File: config.mk
export PLATFORM = sky130hd
export DESIGN_NAME = a_trace_buf_ctrl_flat
export DESIGN_NICKNAME = d
export VERILOG_FILES = /design/src/rtl/a_trace_buf_ctrl_if.sv /design/src/rtl/a_trace_buf_ctrl.sv /design/src/flat_wrapper.sv
export SDC_FILE = /design/constraint.sdc
export NUM_CORES = 1
export LEC_CHECK = 0
export BUFFER_PORTS_ARGS = -buffer_cell sky130_fd_sc_hd__buf_2
export CAP_MARGIN = 20
export CORE_AREA = 3 3 163 126
export DETAILED_ROUTE_END_ITERATION = 6
export DIE_AREA = 0 0 166 129
export PLACE_DENSITY = 0.92
export SKIP_LAST_GASP = 1
export SLEW_MARGIN = 15
export SYNTH_ARGS = -nofsm -noshare
export SYNTH_HDL_FRONTEND = slang
export SYNTH_SLANG_ARGS = --single-unit
File: constraint.sdc
create_clock -name clk_ref -period 3.6 [get_ports clk_ref]
set_input_delay 0.36 -clock clk_ref [delete_from_list [all_inputs] [get_ports clk_ref]]
set_output_delay 0.36 -clock clk_ref [all_outputs]
set_load 0.1 [all_outputs]
File: src/rtl/a_trace_buf_ctrl_if.sv
// Trace-buffer controller bus bundle: DUT trace tap, trace RAM ports and host readback.
// The controller connects through the slave modport; its environment uses master.
interface a_trace_buf_ctrl_if #(
    parameter int DATA_W = 64,
    parameter int ADDR_W = 13
);
    logic              soft_init_i;
    logic              mode_wrap_i;
    logic              enable_trace_i;
    logic              capt_i;
    logic [DATA_W-1:0] data_dut_i;
    logic              wr_load_i;
    logic              rd_load_i;
    logic [ADDR_W-1:0] load_addr_i;
    logic              rd_req_i;
    logic              busi_i;
    logic [DATA_W-1:0] data_read_i;
    logic              wen_o;
    logic [ADDR_W-1:0] wraddr_o;
    logic [ADDR_W-1:0] rdaddr_o;
    logic [DATA_W-1:0] data_o;
    logic [15:0]       data_rd_o;
    logic              r_dv_trce_o;
    logic [ADDR_W:0]   level_o;
    logic              stop_verification_trce_o;
    logic              wrapped_o;
    logic              overflow_o;

    modport master (
        output soft_init_i, mode_wrap_i, enable_trace_i, capt_i, data_dut_i,
               wr_load_i, rd_load_i, load_addr_i, rd_req_i, busi_i, data_read_i,
        input  wen_o, wraddr_o, rdaddr_o, data_o, data_rd_o, r_dv_trce_o,
               level_o, stop_verification_trce_o, wrapped_o, overflow_o
    );

    modport slave (
        input  soft_init_i, mode_wrap_i, enable_trace_i, capt_i, data_dut_i,
               wr_load_i, rd_load_i, load_addr_i, rd_req_i, busi_i, data_read_i,
        output wen_o, wraddr_o, rdaddr_o, data_o, data_rd_o, r_dv_trce_o,
               level_o, stop_verification_trce_o, wrapped_o, overflow_o
    );
endinterface

File: src/rtl/a_trace_buf_ctrl.sv
// Trace-buffer controller: captures trace words into an external RAM (stop or wrap mode)
// and drains stored words to the host as 16-bit chunks under busy flow control.
module a_trace_buf_ctrl #(
    parameter int DATA_W      = 64,
    parameter int ADDR_W      = 13,
    parameter int FULL_MARGIN = 10
) (
    input  logic              clk_ref,
    input  logic              rst,
    a_trace_buf_ctrl_if.slave bus
);
    localparam int NCHUNK = DATA_W / 16;
    localparam int CW     = (NCHUNK > 1) ? $clog2(NCHUNK) : 1;
    localparam logic [CW-1:0]   LAST_K   = CW'(NCHUNK - 1);
    localparam logic [ADDR_W:0] LVL_FULL = {1'b1, {ADDR_W{1'b0}}};
    localparam logic [ADDR_W:0] LVL_ONE  = (ADDR_W + 1)'(1);
    localparam logic [ADDR_W:0] STOP_THR = LVL_FULL - (ADDR_W + 1)'(FULL_MARGIN);

    typedef enum logic [1:0] {S_IDLE, S_FETCH, S_LATCH, S_SEND} state_t;
    state_t state_q, state_d;

    logic [ADDR_W-1:0] wptr, rptr, wptr_d, rptr_d;
    logic [ADDR_W:0]   level, level_d;
    logic [CW-1:0]     kidx;
    logic [DATA_W-1:0] chunk_q;
    logic              wen, r_dv, stop, wrapped, overflow;
    logic [ADDR_W-1:0] wraddr;
    logic [DATA_W-1:0] data_w;
    logic [15:0]       data_rd;

    logic load, capt_try, capt_block, capt_acc, overwrite, send_go, retire, idle_empty;

    always_ff @(posedge clk_ref) begin
        if (rst) state_q <= S_IDLE;
        else     state_q <= state_d;
    end

    always_comb begin
        state_d = state_q;
        if (bus.soft_init_i || load) begin
            state_d = S_IDLE;
        end else begin
            case (state_q)
                S_IDLE:  if (bus.rd_req_i && level != '0) state_d = S_FETCH;
                S_FETCH: state_d = S_LATCH;
                S_LATCH: state_d = S_SEND;
                S_SEND:  if (retire) state_d = (bus.rd_req_i && level != LVL_ONE) ? S_FETCH : S_IDLE;
                default: state_d = S_IDLE;
            endcase
        end
    end

    // Full in wrap mode only overwrites while no word is being read out.
    always_comb begin
        load       = bus.wr_load_i | bus.rd_load_i;
        capt_try   = bus.enable_trace_i & bus.capt_i;
        capt_block = (!bus.mode_wrap_i && level >= STOP_THR) ||
                     (level == LVL_FULL && (!bus.mode_wrap_i || state_q != S_IDLE));
        capt_acc   = capt_try && !capt_block && !load;
        overwrite  = capt_acc && (level == LVL_FULL);
        send_go    = (state_q == S_SEND) && !bus.busi_i;
        retire     = send_go && (kidx == LAST_K);
        idle_empty = (state_q == S_IDLE) && (level == '0) && !capt_acc;

        wptr_d  = wptr;
        rptr_d  = rptr;
        level_d = level;
        if (bus.wr_load_i) begin
            wptr_d  = bus.load_addr_i;
            level_d = {1'b0, bus.load_addr_i - rptr};
        end else if (bus.rd_load_i) begin
            rptr_d  = bus.load_addr_i;
            level_d = {1'b0, wptr - bus.load_addr_i};
        end else if (idle_empty) begin
            wptr_d = '0;
            rptr_d = '0;
        end else begin
            if (capt_acc)             wptr_d = wptr + ADDR_W'(1);
            if (retire || overwrite)  rptr_d = rptr + ADDR_W'(1);
            if (capt_acc && !overwrite && !retire) level_d = level + LVL_ONE;
            else if (retire && !capt_acc)          level_d = level - LVL_ONE;
        end
    end

    always_ff @(posedge clk_ref) begin
        if (rst || bus.soft_init_i) begin
            wptr     <= '0;
            rptr     <= '0;
            level    <= '0;
            kidx     <= '0;
            chunk_q  <= '0;
            wen      <= 1'b0;
            r_dv     <= 1'b0;
            stop     <= 1'b0;
            wrapped  <= 1'b0;
            overflow <= 1'b0;
            wraddr   <= '0;
            data_w   <= '0;
            data_rd  <= '0;
        end else begin
            wptr  <= wptr_d;
            rptr  <= rptr_d;
            level <= level_d;
            stop  <= !bus.mode_wrap_i && (level_d >= STOP_THR);
            wen   <= capt_acc;
            r_dv  <= 1'b0;
            if (load) begin
                wrapped <= 1'b0;
                kidx    <= '0;
            end else begin
                if (capt_try && capt_block) overflow <= 1'b1;
                if (overwrite)              wrapped  <= 1'b1;
                if (capt_acc) begin
                    data_w <= bus.data_dut_i;
                    wraddr <= wptr;
                end
                // Chunk register shifts down so the LSB chunk always leaves first.
                if (state_q == S_LATCH) begin
                    chunk_q <= bus.data_read_i;
                    kidx    <= '0;
                end else if (send_go) begin
                    data_rd <= chunk_q[15:0];
                    chunk_q <= chunk_q >> 16;
                    r_dv    <= 1'b1;
                    kidx    <= kidx + CW'(1);
                end
            end
        end
    end

    assign bus.wen_o                    = wen;
    assign bus.wraddr_o                 = wraddr;
    assign bus.rdaddr_o                 = rptr;
    assign bus.data_o                   = data_w;
    assign bus.data_rd_o                = data_rd;
    assign bus.r_dv_trce_o              = r_dv;
    assign bus.level_o                  = level;
    assign bus.stop_verification_trce_o = stop;
    assign bus.wrapped_o                = wrapped;
    assign bus.overflow_o               = overflow;
endmodule
File: src/flat_wrapper.sv
// flat-port wrapper written by rule: the top's interface ports become plain ports
module a_trace_buf_ctrl_flat 
#(
    parameter int DATA_W      = 64,
    parameter int ADDR_W      = 13,
    parameter int FULL_MARGIN = 10
)
  (clk_ref, rst, bus_soft_init_i, bus_mode_wrap_i, bus_enable_trace_i, bus_capt_i, bus_data_dut_i, bus_wr_load_i, bus_rd_load_i, bus_load_addr_i, bus_rd_req_i, bus_busi_i, bus_data_read_i, bus_wen_o, bus_wraddr_o, bus_rdaddr_o, bus_data_o, bus_data_rd_o, bus_r_dv_trce_o, bus_level_o, bus_stop_verification_trce_o, bus_wrapped_o, bus_overflow_o);
  a_trace_buf_ctrl_if #(.DATA_W(DATA_W), .ADDR_W(ADDR_W)) bus_i ();
  input  logic clk_ref;
  input  logic rst;
  input wire logic [$bits(bus_i.soft_init_i)-1:0] bus_soft_init_i;
  input wire logic [$bits(bus_i.mode_wrap_i)-1:0] bus_mode_wrap_i;
  input wire logic [$bits(bus_i.enable_trace_i)-1:0] bus_enable_trace_i;
  input wire logic [$bits(bus_i.capt_i)-1:0] bus_capt_i;
  input wire logic [$bits(bus_i.data_dut_i)-1:0] bus_data_dut_i;
  input wire logic [$bits(bus_i.wr_load_i)-1:0] bus_wr_load_i;
  input wire logic [$bits(bus_i.rd_load_i)-1:0] bus_rd_load_i;
  input wire logic [$bits(bus_i.load_addr_i)-1:0] bus_load_addr_i;
  input wire logic [$bits(bus_i.rd_req_i)-1:0] bus_rd_req_i;
  input wire logic [$bits(bus_i.busi_i)-1:0] bus_busi_i;
  input wire logic [$bits(bus_i.data_read_i)-1:0] bus_data_read_i;
  output wire logic [$bits(bus_i.wen_o)-1:0] bus_wen_o;
  output wire logic [$bits(bus_i.wraddr_o)-1:0] bus_wraddr_o;
  output wire logic [$bits(bus_i.rdaddr_o)-1:0] bus_rdaddr_o;
  output wire logic [$bits(bus_i.data_o)-1:0] bus_data_o;
  output wire logic [$bits(bus_i.data_rd_o)-1:0] bus_data_rd_o;
  output wire logic [$bits(bus_i.r_dv_trce_o)-1:0] bus_r_dv_trce_o;
  output wire logic [$bits(bus_i.level_o)-1:0] bus_level_o;
  output wire logic [$bits(bus_i.stop_verification_trce_o)-1:0] bus_stop_verification_trce_o;
  output wire logic [$bits(bus_i.wrapped_o)-1:0] bus_wrapped_o;
  output wire logic [$bits(bus_i.overflow_o)-1:0] bus_overflow_o;
  assign bus_i.soft_init_i = bus_soft_init_i;
  assign bus_i.mode_wrap_i = bus_mode_wrap_i;
  assign bus_i.enable_trace_i = bus_enable_trace_i;
  assign bus_i.capt_i = bus_capt_i;
  assign bus_i.data_dut_i = bus_data_dut_i;
  assign bus_i.wr_load_i = bus_wr_load_i;
  assign bus_i.rd_load_i = bus_rd_load_i;
  assign bus_i.load_addr_i = bus_load_addr_i;
  assign bus_i.rd_req_i = bus_rd_req_i;
  assign bus_i.busi_i = bus_busi_i;
  assign bus_i.data_read_i = bus_data_read_i;
  assign bus_wen_o = bus_i.wen_o;
  assign bus_wraddr_o = bus_i.wraddr_o;
  assign bus_rdaddr_o = bus_i.rdaddr_o;
  assign bus_data_o = bus_i.data_o;
  assign bus_data_rd_o = bus_i.data_rd_o;
  assign bus_r_dv_trce_o = bus_i.r_dv_trce_o;
  assign bus_level_o = bus_i.level_o;
  assign bus_stop_verification_trce_o = bus_i.stop_verification_trce_o;
  assign bus_wrapped_o = bus_i.wrapped_o;
  assign bus_overflow_o = bus_i.overflow_o;
  a_trace_buf_ctrl #(.DATA_W(DATA_W), .ADDR_W(ADDR_W), .FULL_MARGIN(FULL_MARGIN)) u_core (.clk_ref(clk_ref), .rst(rst), .bus(bus_i));
endmodule
==> summary.md, run 1 <==
| Metric | Value |
|---|---|
| Outcome | `completed` |
| Count of final setup violators | `0` |
| Leakage power | `4.97 nW` |
| Clock tree skew after final layout | `0.0156 ns` |
| Maximum single-stage delay on the critical path | `0.71 ns` |
| DIE HEIGHT | `129 µm` |
| Cell at the slowest stage of the critical path | `sky130_fd_sc_hd__a21oi_1` |
| Critical Path AT | `3.65 ns` |
| Clk pin slew, worst setup/hold paths | `0.06 ns` |
| Layout cells sized above 1 | `23.0%` |
| Highest attainable clock frequency | `309 MHz` |
| Total grt overflow | `0` |
| Yosys top cell by area | `sky130_fd_sc_hd__dfxtp_1` |
| Most frequent standard cell in the layout excluding fill and tap cells | `sky130_fd_sc_hd__buf_2` |
| Pin slew with the least headroom to its limit | `0.919 ns` |
| DR WL/cell | `16.9 µm` |
| Critical-path cell list | `inv_1 > ha_1 > o21ai_0 > nand2b_1 > a311oi_2 > nor2_4 > buf_4 > a21oi_1 > a32o_1 > a22oi_1 > nor2_1` |
| Fin. Hold Viols | `0` |
| Std cell rows | `44` |
| Antenna-violating nets left | `0` |
| Area grow syn2layout | `22.9%` |
| Count of antenna diodes in the layout | `0` |
| Cell area power density | `433 nW/µm²` |
| Area share of the largest cell type after synthesis | `41.1%` |
| Setup repair bufs after CTS | `0` |
| Number of different library cells in the post-synthesis netlist | `63` |
| Vias per inst | `5.71` |
| Crit path time final | `3.24 ns` |
| Worst IR Drop VDD | `0.000366 V` |
| Crit-path leading delay family | `compound AO/OA/AOI/OAI gates` |
| Number of antenna violations at the first check in global routing | `0` |
| EDFF count, synth | `0` |
| TritonRoute pass-1 iters | `5` |
| Final Cycle Share | `89.9%` |
| H-tree depth | `1` |
| Cell Area, Synth | `10000 µm²` |
| Number of DRC violations after detailed routing | `0` |
| CTS tree | `built` |
| Placement-stage worst setup slack | `0.468 ns` |
| YS warnings | `0` |
| Pin count of the biggest net entering global routing | `196` |
| Worst Setup SP | `u_core.bus.level_o[0]$_SDFF_PP0_` |
| Register-to-register path setup slack | `0.36 ns` |
| Synthesized area divided by synthesized cell count | `8.09 µm²` |
| Synthesized instance count | `1239` |
| Unrepaired setup endpoints after global routing | `false` |
| Chip width | `166 µm` |
| Die Outline Area | `21400 µm²` |
| Share of the yosys chip area belonging to registers | `41.1%` |
| Pins Over Slew Limit | `0` |
| Vias | `9954` |
| Initial core utilization | `52.5%` |
| Top Ports | `276` |
| Crit path required time | `4.01 ns` |
| Top flip-flop cell by instance count after synthesis | `sky130_fd_sc_hd__dfxtp_1` |
| Core ar. | `19100 µm²` |
| Buffers from clock root to sink, at most | `3` |
| DPL Wire Length | `21.1 mm` |
| Buffers plus inverters on the worst setup path | `2` |
| Master cell of the clock root buffer | `sky130_fd_sc_hd__clkbuf_16` |
| Reported max-cap violation count | `0` |
| Number of buffers added on ports | `275` |
| Crit path launch type | `flop` |
| Tightest slew margin relative to the limit | `38.7%` |
| GR Util All Layers | `25.8%` |
| Weighted congestion at the end of routability-driven global placement | `0.973` |
| # hold bufs at CTS | `0` |
| Clock network latency to the later pin of the worst-skew pair | `0.50 ns` |
| CTS Sinks | `206` |
| Number of global-route vias before repair | `9322` |
| Synth area leaders | `sky130_fd_sc_hd__dfxtp_1 41%, sky130_fd_sc_hd__nand2_1 8.2%, sky130_fd_sc_hd__mux2i_1 5.7%` |
| Fin nets | `1665` |
| Worst flop-to-flop path startpoint | `u_core.bus.level_o[0]$_SDFF_PP0_` |
| Start point of the worst hold path | `bus_data_dut_i[34]` |
| Count of instances resized after the clock tree is built | `0` |
| Path class of the lowest-slack min-delay path | `in -> reg` |
| PnR worst setup slack | `0.363 ns` |
| First-pass GRT wire length | `46.5 mm` |
| Type of the setup path with the least slack | `reg -> reg` |
| DRT Wirelength | `29.4 mm` |
| Sum Neg Setup Slack | `0 ns` |
| Synthesized net count | `1427` |
| Detailed Route Iter0 Violations | `915` |
| Fill cells | `1600` |
| Kind of end point of the critical path | `flop` |
| Number of buffers created by CTS | `22` |
| Most frequent cells in the layout | `275 x sky130_fd_sc_hd__buf_2, 219 x sky130_fd_sc_hd__nand2_1, 206 x sky130_fd_sc_hd__dfxtp_1` |
| Peak fanout along the critical path | `14` |
| Number of register bits inferred by synthesis | `206` |
| Async set-reset flop share out of synthesis | `0%` |
-- final cells by class --
type,count,area (µm²),area share (%)
Clock inverter,7,96.3,0.782
Multi-Input combinational cell,915,5460,44.3
Inverter,35,131,1.07
Tap cell,253,317,2.57
Clock buffer,29,628,5.10
Sequential cell,206,4120,33.5
Timing Repair Buffer,297,1570,12.7
-- per-layer routing --
metal | wire length [µm] | track usage [%]
met5 | 0 | 0
met4 | 900 | 8.85
met1 | 12400 | 34.0
met3 | 2710 | 7.22
met2 | 13400 | 41.3
-- through the flow --
step,hold slack (ns),total power (W),cell area (µm²),utilization (%),std cells
final,0.104,0.00534,12300,64.5,1742
after global routing,0.0912,0.00553,12300,64.5,1742
after global placement,0.438,0.00310,11600,60.7,1706
after detailed placement,0.443,0.00311,11600,60.7,1706
after CTS,0.0901,0.00537,12300,64.5,1742
after floorplan,0.432,0.00288,10000,-,1239
-- kinds of logic after synthesis --
kind of cell | share of synthesized area [%]
simple gates | 20.6
mux | 5.69
fa+ha+maj | 4.77
compound gates | 20.6
buf+inv | 4.59
flops | 41.1
xor+xnor | 2.62
-- final timing paths --
path                                               end  depth (start not counted)
setup reg to reg   u_core.bus.rdaddr_o[3]$_SDFFE_PP0P_                         11
hold reg to reg   u_core.bus.data_rd_o[5]$_SDFFE_PP0P_                          2
setup / recovery   u_core.bus.rdaddr_o[3]$_SDFFE_PP0P_                         11
hold / removal      u_core.bus.data_o[34]$_SDFFE_PP0P_                          3
-- sequential cells by signal, summed over array words and instances (netlist names), 2 cells and up --
signal and cells:
u_core.bus.data_o 64, u_core.chunk_q 64, u_core.bus.data_rd_o 16, u_core.bus.level_o 14, u_core.bus.rdaddr_o 13, u_core.bus.wraddr_o 13, u_core.wptr 13, u_core.kidx 2
u_core.state_q 2
-- synth_stat cells (2+ instances only) --
cell / instances
sky130_fd_sc_hd__a21oi_1: 112
sky130_fd_sc_hd__and2_1: 7
sky130_fd_sc_hd__inv_1: 34
sky130_fd_sc_hd__xor2_1: 12
sky130_fd_sc_hd__o22ai_1: 6
sky130_fd_sc_hd__ha_1: 35
sky130_fd_sc_hd__a221o_1: 2
sky130_fd_sc_hd__a21o_1: 4
sky130_fd_sc_hd__a22oi_1: 35
sky130_fd_sc_hd__a211oi_1: 54
sky130_fd_sc_hd__or2_2: 2
sky130_fd_sc_hd__a31oi_1: 5
sky130_fd_sc_hd__nor3_1: 12
sky130_fd_sc_hd__a221oi_1: 7
sky130_fd_sc_hd__nor3b_1: 2
sky130_fd_sc_hd__mux2i_1: 57
sky130_fd_sc_hd__o211ai_1: 4
sky130_fd_sc_hd__nor2_1: 140
sky130_fd_sc_hd__a32o_1: 9
sky130_fd_sc_hd__xnor2_1: 18
sky130_fd_sc_hd__nand4_1: 9
sky130_fd_sc_hd__o21ai_1: 2
sky130_fd_sc_hd__nor2b_1: 7
sky130_fd_sc_hd__nand3_1: 12
sky130_fd_sc_hd__dfxtp_1: 206
sky130_fd_sc_hd__o21ai_0: 43
sky130_fd_sc_hd__buf_2: 8
sky130_fd_sc_hd__and3b_1: 2
sky130_fd_sc_hd__o21a_1: 5
sky130_fd_sc_hd__o31ai_1: 4
sky130_fd_sc_hd__nand4b_1: 2
sky130_fd_sc_hd__and3_1: 24
sky130_fd_sc_hd__nand2_1: 219
sky130_fd_sc_hd__nand2b_1: 13
sky130_fd_sc_hd__fa_1: 2
sky130_fd_sc_hd__o221ai_1: 3
sky130_fd_sc_hd__or3_1: 5
sky130_fd_sc_hd__buf_1: 7
sky130_fd_sc_hd__a222oi_1: 4
sky130_fd_sc_hd__or4_1: 3
sky130_fd_sc_hd__o31a_1: 7
sky130_fd_sc_hd__o21bai_1: 2
sky130_fd_sc_hd__nor4_1: 5
sky130_fd_sc_hd__and4_1: 3
sky130_fd_sc_hd__clkbuf_1: 67
-- power breakdown --
part | switching, W | internal, W
Combinational | 0.000499 | 0.000238
Clock | 0.000894 | 0.00137
Sequential | 0.0000328 | 0.00231
Total | 0.00143 | 0.00391
-- worst reg2reg max path, cell delays in order, from the launching register on --
cell	delay [ns]
sky130_fd_sc_hd__dfxtp_1	0.44
sky130_fd_sc_hd__inv_1	0.15
sky130_fd_sc_hd__ha_1	0.21
sky130_fd_sc_hd__o21ai_0	0.14
sky130_fd_sc_hd__nand2b_1	0.10
sky130_fd_sc_hd__a311oi_2	0.51
sky130_fd_sc_hd__nor2_4	0.13
sky130_fd_sc_hd__buf_4	0.23
sky130_fd_sc_hd__a21oi_1	0.71
sky130_fd_sc_hd__a32o_1	0.29
sky130_fd_sc_hd__a22oi_1	0.08
sky130_fd_sc_hd__nor2_1	0.15
Note: power is estimated with default switching activity, not from simulation.
==> run 2, diff against run 1 <==
- ABC_AREA: default -> 1
- CORE_AREA: 3 3 163 126 -> 3 3 166 127
- DIE_AREA: 0 0 166 129 -> 0 0 169 130
- PLACE_DENSITY: 0.92 -> 0.93
==> run 2 against run 1 <==
  * Critical path depth is 5 higher
  * Hold slack better by 0.012 ns
  * Global-route usage is 2.3 points higher
  * Sequential cell count stayed put
  * Non-clock buffer count is 2 lower
  * Critical endpoint is now u_core.wptr[3]$_SDFFE_PP0P_
  * Largest cell class unchanged
  * Sequential power hardly changed
==> summary.md, run 2 <==
| Metric | Value |
|---|---|
| Outcome | `completed` |
| Peak fanout along the critical path | `47` |
| Std cell rows | `44` |
| Internal | `0.00403 W` |
| Layout cells sized above 1 | `20.3%` |
| CTS Sinks | `206` |
| TritonRoute pass-1 iters | `6` |
| Crit path launch type | `flop` |
| Unrepaired setup endpoints after global routing | `false` |
| Maximum single-stage delay on the critical path | `0.51 ns` |
| Critical-path cell list | `inv_1 > ha_1 > nand2_1 > nand3_1 > nand4_1 > nand2_1 > nand2_2 > nand2_8 > nand4_4 > inv_2 > nor2_4 > inv_2 > o22ai_2 > inv_2 > o21ai_0 > a21oi_1` |
| Initial core utilization | `54.2%` |
| Area grow syn2layout | `21.5%` |
| Wire length on met2 | `15.3 mm` |
| Weighted congestion at the end of routability-driven global placement | `0.946` |
| PnR worst setup slack | `0.363 ns` |
| YS warnings | `0` |
| Worst-case reg-to-reg path depth | `16` |
| EDFF count, synth | `0` |
| Number of DRC violations after detailed routing | `0` |
| Top layer used by detailed routing | `met4` |
| Top flip-flop cell by instance count after synthesis | `sky130_fd_sc_hd__dfxtp_1` |
| Chip width | `169 µm` |
| Fin nets | `1938` |
| Type of the setup path with the least slack | `reg -> reg` |
| Area share of the largest cell type after synthesis | `39.2%` |
| Core ar. | `19400 µm²` |
| Number of different library cells in the post-synthesis netlist | `50` |
| Pins Over Slew Limit | `0` |
| Number of global-route vias before repair | `9998` |
| Final Cycle Share | `89.9%` |
| H-tree depth | `1` |
| Total grt overflow | `0` |
| Synthesized instance count | `1516` |
| Pin slew with the least headroom to its limit | `1.04 ns` |
| Hold Path Cell Cnt | `3` |
| Cell Area, Synth | `10500 µm²` |
| Vias per inst | `5.62` |
| Most repeated cell in the gate-level netlist after synthesis | `sky130_fd_sc_hd__nand2_1` |
| GR Util All Layers | `28.1%` |
| Number of buffers created by CTS | `22` |
| Yosys top cell by area | `sky130_fd_sc_hd__dfxtp_1` |
| Placement-stage worst setup slack | `0.441 ns` |
| Highest attainable clock frequency | `309 MHz` |
| Cell area power density | `443 nW/µm²` |
| Die Outline Area | `22000 µm²` |
| Commonest cells in the netlist | `325 x sky130_fd_sc_hd__nand2_1, 238 x sky130_fd_sc_hd__nor2_1, 206 x sky130_fd_sc_hd__dfxtp_1` |
| Master cell of the clock root buffer | `sky130_fd_sc_hd__clkbuf_16` |
| Share of the yosys chip area belonging to registers | `39.2%` |
| Dominant cell type by count on the critical path | `sky130_fd_sc_hd__inv_2` |
| Detailed-routing wirelength on met1 | `14.0 mm` |
| Register-to-register path setup slack | `0.36 ns` |
| Async set-reset flop share out of synthesis | `0%` |
| Antenna-violating nets left | `0` |
| Number of antenna violations at the first check in global routing | `1` |
| Sum Neg Setup Slack | `0 ns` |
| Crit path time final | `3.24 ns` |
| Clock network latency to the later pin of the worst-skew pair | `0.50 ns` |
| Most frequent cells in the layout | `325 x sky130_fd_sc_hd__nand2_1, 275 x sky130_fd_sc_hd__buf_2, 237 x sky130_fd_sc_hd__nor2_1` |
| Proportion of power drawn by flip-flops and latches | `41.6%` |
| Crit path required time | `3.99 ns` |
| Met3 routed wirelength | `3.15 mm` |
| Combinational Power Share | `16.4%` |
| Cell at the slowest stage of the critical path | `sky130_fd_sc_hd__dfxtp_1` |
| Switching part of the total | `28.8%` |
| Most frequent standard cell in the layout excluding fill and tap cells | `sky130_fd_sc_hd__nand2_1` |
| First-pass GRT wire length | `50.8 mm` |
| Clock share of power | `42.0%` |
| Critical Path AT | `3.63 ns` |
| Synth area leaders | `sky130_fd_sc_hd__dfxtp_1 39%, sky130_fd_sc_hd__nand2_1 12%, sky130_fd_sc_hd__o21ai_0 8.9%` |
| Clk pin slew, worst setup/hold paths | `0.06 ns` |
| Detailed Route Iter0 Violations | `1279` |
| Vias | `11332` |
| Start point of the worst hold path | `bus_data_read_i[56]` |
| Path class of the lowest-slack min-delay path | `in -> reg` |
| Worst IR Drop VDD | `0.000363 V` |
| Number of register bits inferred by synthesis | `206` |
| Count of instances resized after the clock tree is built | `0` |
| DRT Wirelength | `33.5 mm` |
| NetSw | `0.00163 W` |
| # hold bufs at CTS | `0` |
| Worst flop-to-flop path startpoint | `u_core.bus.level_o[0]$_SDFF_PP0_` |
| Reg-to-reg endpoint | `u_core.wptr[3]$_SDFFE_PP0P_` |
| DPL Wire Length | `24.4 mm` |
| Fin. Hold Viols | `0` |
| CTS tree | `built` |
| Kind of end point of the critical path | `flop` |
| Tightest slew margin relative to the limit | `30.7%` |
| DR WL/cell | `16.6 µm` |
| Clock tree skew after final layout | `0.0153 ns` |
| DIE HEIGHT | `130 µm` |
| Worst Setup SP | `u_core.bus.level_o[0]$_SDFF_PP0_` |
| Reported max-cap violation count | `0` |
| Top Ports | `276` |
| Number of buffers added on ports | `275` |
| Buffers from clock root to sink, at most | `3` |
| Leakage power | `5.74 nW` |
| Pin count of the biggest net entering global routing | `94` |
| Hold endpoint | `u_core.chunk_q[56]$_SDFFE_PP0P_` |
| Synthesized net count | `1704` |
| Setup repair bufs after CTS | `0` |
| Count of final setup violators | `0` |
| Synthesized area divided by synthesized cell count | `6.94 µm²` |
## run 2: stage by stage
stage / hold WS [ns] / utilization, % / total power, W / cell area [µm²] / instances
2_1_floorplan: 0.441 / - / 0.00306 / 10500 / 1516
3_3_place_gp: 0.442 / 61.8 / 0.00330 / 12000 / 1978
3_5_place_dp: 0.450 / 61.9 / 0.00332 / 12000 / 1979
4_1_cts: 0.105 / 65.8 / 0.00568 / 12800 / 2016
5_1_grt: 0.113 / 65.8 / 0.00587 / 12800 / 2017
6_report: 0.116 / 65.8 / 0.00567 / 12800 / 2017
## run 2: cell families after synthesis
family                   synth area share (%)
AND/OR/NAND/NOR                          26.7
AO/OA/AOI/OAI                            19.3
flip-flops                               39.2
buffers and inverters                    7.28
adder cells (fa/ha/maj)                  4.54
XOR/XNOR                                 3.00
## run 2: layout make-up
type	instances	area, µm²
Antenna cell	1	2.50
Clock buffer	29	628
Clock inverter	8	130
Fill cell	1667	6640
Inverter	106	400
Multi-Input combinational cell	1119	5640
Sequential cell	206	4120
Tap cell	253	317
Timing Repair Buffer	295	1550
## run 2: per-layer routing
metal / global-route usage, % / up-vias
met2: 45.8 / 590
li1: - / 5487
met4: 8.49 / 0
met1: 38.9 / 5175
met5: 0 / -
met3: 4.48 / 80
## run 2: how the worst max path moves through the flow
stage	end	slack, ns	depth (start not counted)
4_1_cts	u_core.wptr[1]$_SDFFE_PP0P_	0.42	17
6_report	u_core.wptr[3]$_SDFFE_PP0P_	0.36	16
3_3_place_gp	u_core.wptr[3]$_SDFFE_PP0P_	0.54	16
5_1_grt	u_core.wptr[3]$_SDFFE_PP0P_	0.06	16
3_5_place_dp	u_core.wptr[6]$_SDFFE_PP0P_	0.44	16
2_1_floorplan	u_core.bus.stop_verification_trce_o$_SDFF_PP0_	0.46	18
## run 2: power by group through the flow
stage / registers (W) / clock network (W) / logic [W]
floorplan: 0.00259 / 0 / 0.000467
global placement: 0.00241 / 0 / 0.000896
detailed placement: 0.00241 / 0 / 0.000909
CTS: 0.00236 / 0.00241 / 0.000915
global route: 0.00236 / 0.00250 / 0.00100
finish: 0.00236 / 0.00238 / 0.000930
## run 2: worst max-delay path: cells and delay by family (launching register included)
family / cells / cell delay (ns)
AO/OA/AOI/OAI: 3 / 0.74
adder cells (fa/ha/maj): 1 / 0.24
buffers and inverters: 4 / 0.53
flip-flops: 1 / 0.51
AND/OR/NAND/NOR: 8 / 1.10
==> run 3, diff against run 2 <==
- PLACE_DENSITY: 0.93 -> 0.85
- SKIP_CTS_REPAIR_TIMING: default -> 1
==> run 3 against run 2 <==
  * Hold slack better by 0.0017 ns
  * Maximum frequency down 0.94%
  * Core utilization down 0.86 points
  * Final cell count down 0.25%
  * Non-clock buffer count down 2
  * Die area unchanged
  * Sequential cell count unchanged
  * First-iteration DRC count up 5.9%
  * Sequential power about the same
  * Clock-buffer cell count down 1
  * Clock skew up 0.0047 ns
  * Global-route usage up 0.44 points
==> summary.md, run 3 (synthesized netlist as in run 2, its figures left out) <==
| Metric | Value |
|---|---|
| Outcome | `completed` |
| H-tree depth | `1` |
| DIE HEIGHT | `130 µm` |
| Final Cycle Share | `90.8%` |
| Maximum single-stage delay on the critical path | `0.53 ns` |
| Antenna-violating nets left | `0` |
| Vias per inst | `5.61` |
| Worst IR Drop VDD | `0.000426 V` |
| Post-layout instance area | `12600 µm²` |
| Most frequent cells in the layout | `325 x sky130_fd_sc_hd__nand2_1, 275 x sky130_fd_sc_hd__buf_2, 237 x sky130_fd_sc_hd__nor2_1` |
| Type of the setup path with the least slack | `reg -> reg` |
| Top Ports | `276` |
| GR Util All Layers | `28.6%` |
| Crit path required time | `3.98 ns` |
| PnR worst setup slack | `0.332 ns` |
| DR WL/cell | `16.6 µm` |
| Path class of the lowest-slack min-delay path | `in -> reg` |
| Cell count after placement | `1977` |
| Vias | `11283` |
| Clock tree skew after final layout | `0.0200 ns` |
| Peak fanout along the critical path | `46` |
| Non-filler instance count after layout | `2012` |
| Register-to-register path setup slack | `0.33 ns` |
| Number of global-route vias before repair | `10053` |
| Area grow syn2layout | `19.9%` |
| Crit path launch type | `flop` |
| Kind of end point of the critical path | `flop` |
| DRT Wirelength | `33.4 mm` |
| Number of antenna violations at the first check in global routing | `0` |
| Cell area power density | `421 nW/µm²` |
| Tightest slew margin relative to the limit | `50.8%` |
| Most frequent standard cell in the layout excluding fill and tap cells | `sky130_fd_sc_hd__nand2_1` |
| Number of buffers created by CTS | `20` |
| Leakage power | `5.66 nW` |
| Fill cells | `1753` |
| Buffers plus inverters on the worst setup path | `4` |
| Layout Utilization | `65.0%` |
| TritonRoute pass-1 iters | `7` |
| Pin count of the biggest net entering global routing | `84` |
| Die Outline Area | `22000 µm²` |
| Count of final setup violators | `0` |
| Cell at the slowest stage of the critical path | `sky130_fd_sc_hd__o22ai_2` |
| Initial core utilization | `54.2%` |
| Placement Cell Area | `12000 µm²` |
| Number of DRC violations after detailed routing | `0` |
| Critical-path cell list | `inv_1 > ha_1 > nand2_1 > nand3_1 > nand4_1 > nand2_1 > nand2_2 > nand2_8 > nand4_4 > inv_2 > nor2_4 > inv_2 > o22ai_2 > inv_2 > o21ai_0 > a21oi_1` |
| CTS tree | `built` |
| Weighted congestion at the end of routability-driven global placement | `0.950` |
| Highest attainable clock frequency | `306 MHz` |
| Total grt overflow | `0` |
| Crit path time final | `3.27 ns` |
| Reported max-cap violation count | `0` |
| DPL Wire Length | `24.3 mm` |
| Sum Neg Setup Slack | `0 ns` |
| Dominant cell type by count on the critical path | `sky130_fd_sc_hd__inv_2` |
| Critical Path AT | `3.65 ns` |
| Pin slew with the least headroom to its limit | `0.738 ns` |
| Core ar. | `19400 µm²` |
| CTS Sinks | `206` |
| Detailed Route Iter0 Violations | `1355` |
| Pins Over Slew Limit | `0` |
| Layout cells sized above 1 | `20.0%` |
| Clk pin slew, worst setup/hold paths | `0.06 ns` |
| Number of buffers added on ports | `275` |
| Unrepaired setup endpoints after global routing | `false` |
| First-pass GRT wire length | `51.8 mm` |
| Chip width | `169 µm` |
| Buffers from clock root to sink, at most | `3` |
| Master cell of the clock root buffer | `sky130_fd_sc_hd__clkbuf_16` |
| Fin nets | `1934` |
| Fin. Hold Viols | `0` |
| Std cell rows | `44` |
| Clock network latency to the later pin of the worst-skew pair | `0.49 ns` |
| Crit-path leading delay family | `simple AND/OR/NAND/NOR gates` |
| Placement-stage worst setup slack | `0.413 ns` |
-- run 3: changes by cell type in the layout (fill, tap and decap cells not counted), moves of 2 or more --
cell                        previous run  this run
sky130_fd_sc_hd__clkbuf_16            23        21
sky130_fd_sc_hd__bufinv_16             3         1
sky130_fd_sc_hd__clkinv_2              1         3
sky130_fd_sc_hd__clkbuf_1              3         6
sky130_fd_sc_hd__clkbuf_8              3         1
-- run 3: final timing paths --
check / startpoint / endpoint / cells past startpoint
min reg2reg: u_core.bus.wrapped_o$_SDFFE_PP0P_ / u_core.bus.wrapped_o$_SDFFE_PP0P_ / 2
max reg2reg: u_core.bus.level_o[0]$_SDFF_PP0_ / u_core.wptr[6]$_SDFFE_PP0P_ / 16
max: u_core.bus.level_o[0]$_SDFF_PP0_ / u_core.wptr[6]$_SDFFE_PP0P_ / 16
min: bus_data_read_i[55] / u_core.chunk_q[55]$_SDFFE_PP0P_ / 3
-- run 3: cell type report --
type / instances / area [µm²] / area share, %
timing repair buffer: 293 / 1510 / 12.0
clock buffer: 28 / 562 / 4.45
tap: 253 / 317 / 2.51
inverter: 106 / 400 / 3.17
sequential: 206 / 4120 / 32.7
clock inverter: 6 / 61.3 / 0.486
multi-input combinational: 1119 / 5650 / 44.7
antenna: 1 / 2.50 / 0.0198
-- run 3: metal layers --
layer  global-route usage (%)  vias up  share of wire, %
met4                     9.21        0               3.2
met5                        0        -                 0
met2                     46.4      578                45
li1                         -     5468                 -
met1                     39.2     5138                43
met3                     4.91       99               9.1
-- run 3: worst reg2reg max path, stage by stage, from the launching register on --
cell	delay [ns]
sky130_fd_sc_hd__dfxtp_1	0.50
sky130_fd_sc_hd__inv_1	0.21
sky130_fd_sc_hd__ha_1	0.24
sky130_fd_sc_hd__nand2_1	0.06
sky130_fd_sc_hd__nand3_1	0.08
sky130_fd_sc_hd__nand4_1	0.10
sky130_fd_sc_hd__nand2_1	0.08
sky130_fd_sc_hd__nand2_2	0.13
sky130_fd_sc_hd__nand2_8	0.20
sky130_fd_sc_hd__nand4_4	0.28
sky130_fd_sc_hd__inv_2	0.08
sky130_fd_sc_hd__nor2_4	0.18
sky130_fd_sc_hd__inv_2	0.09
sky130_fd_sc_hd__o22ai_2	0.53
sky130_fd_sc_hd__inv_2	0.16
sky130_fd_sc_hd__o21ai_0	0.19
sky130_fd_sc_hd__a21oi_1	0.05
-- run 3: stage by stage --
| stage | hold WS, ns | power [W] |
|---|---|---|
| 3_3_place_gp | 0.445 | 0.00330 |
| 2_1_floorplan | 0.441 | 0.00306 |
| 4_1_cts | 0.102 | 0.00533 |
| 5_1_grt | 0.112 | 0.00553 |
| 6_report | 0.117 | 0.00531 |
| 3_5_place_dp | 0.440 | 0.00331 |
-- run 3: power breakdown --
group | internal (W) | switching [W]
Clock | 0.00116 | 0.000870
Sequential | 0.00231 | 0.0000453
Combinational | 0.000269 | 0.000652
Total | 0.00375 | 0.00157
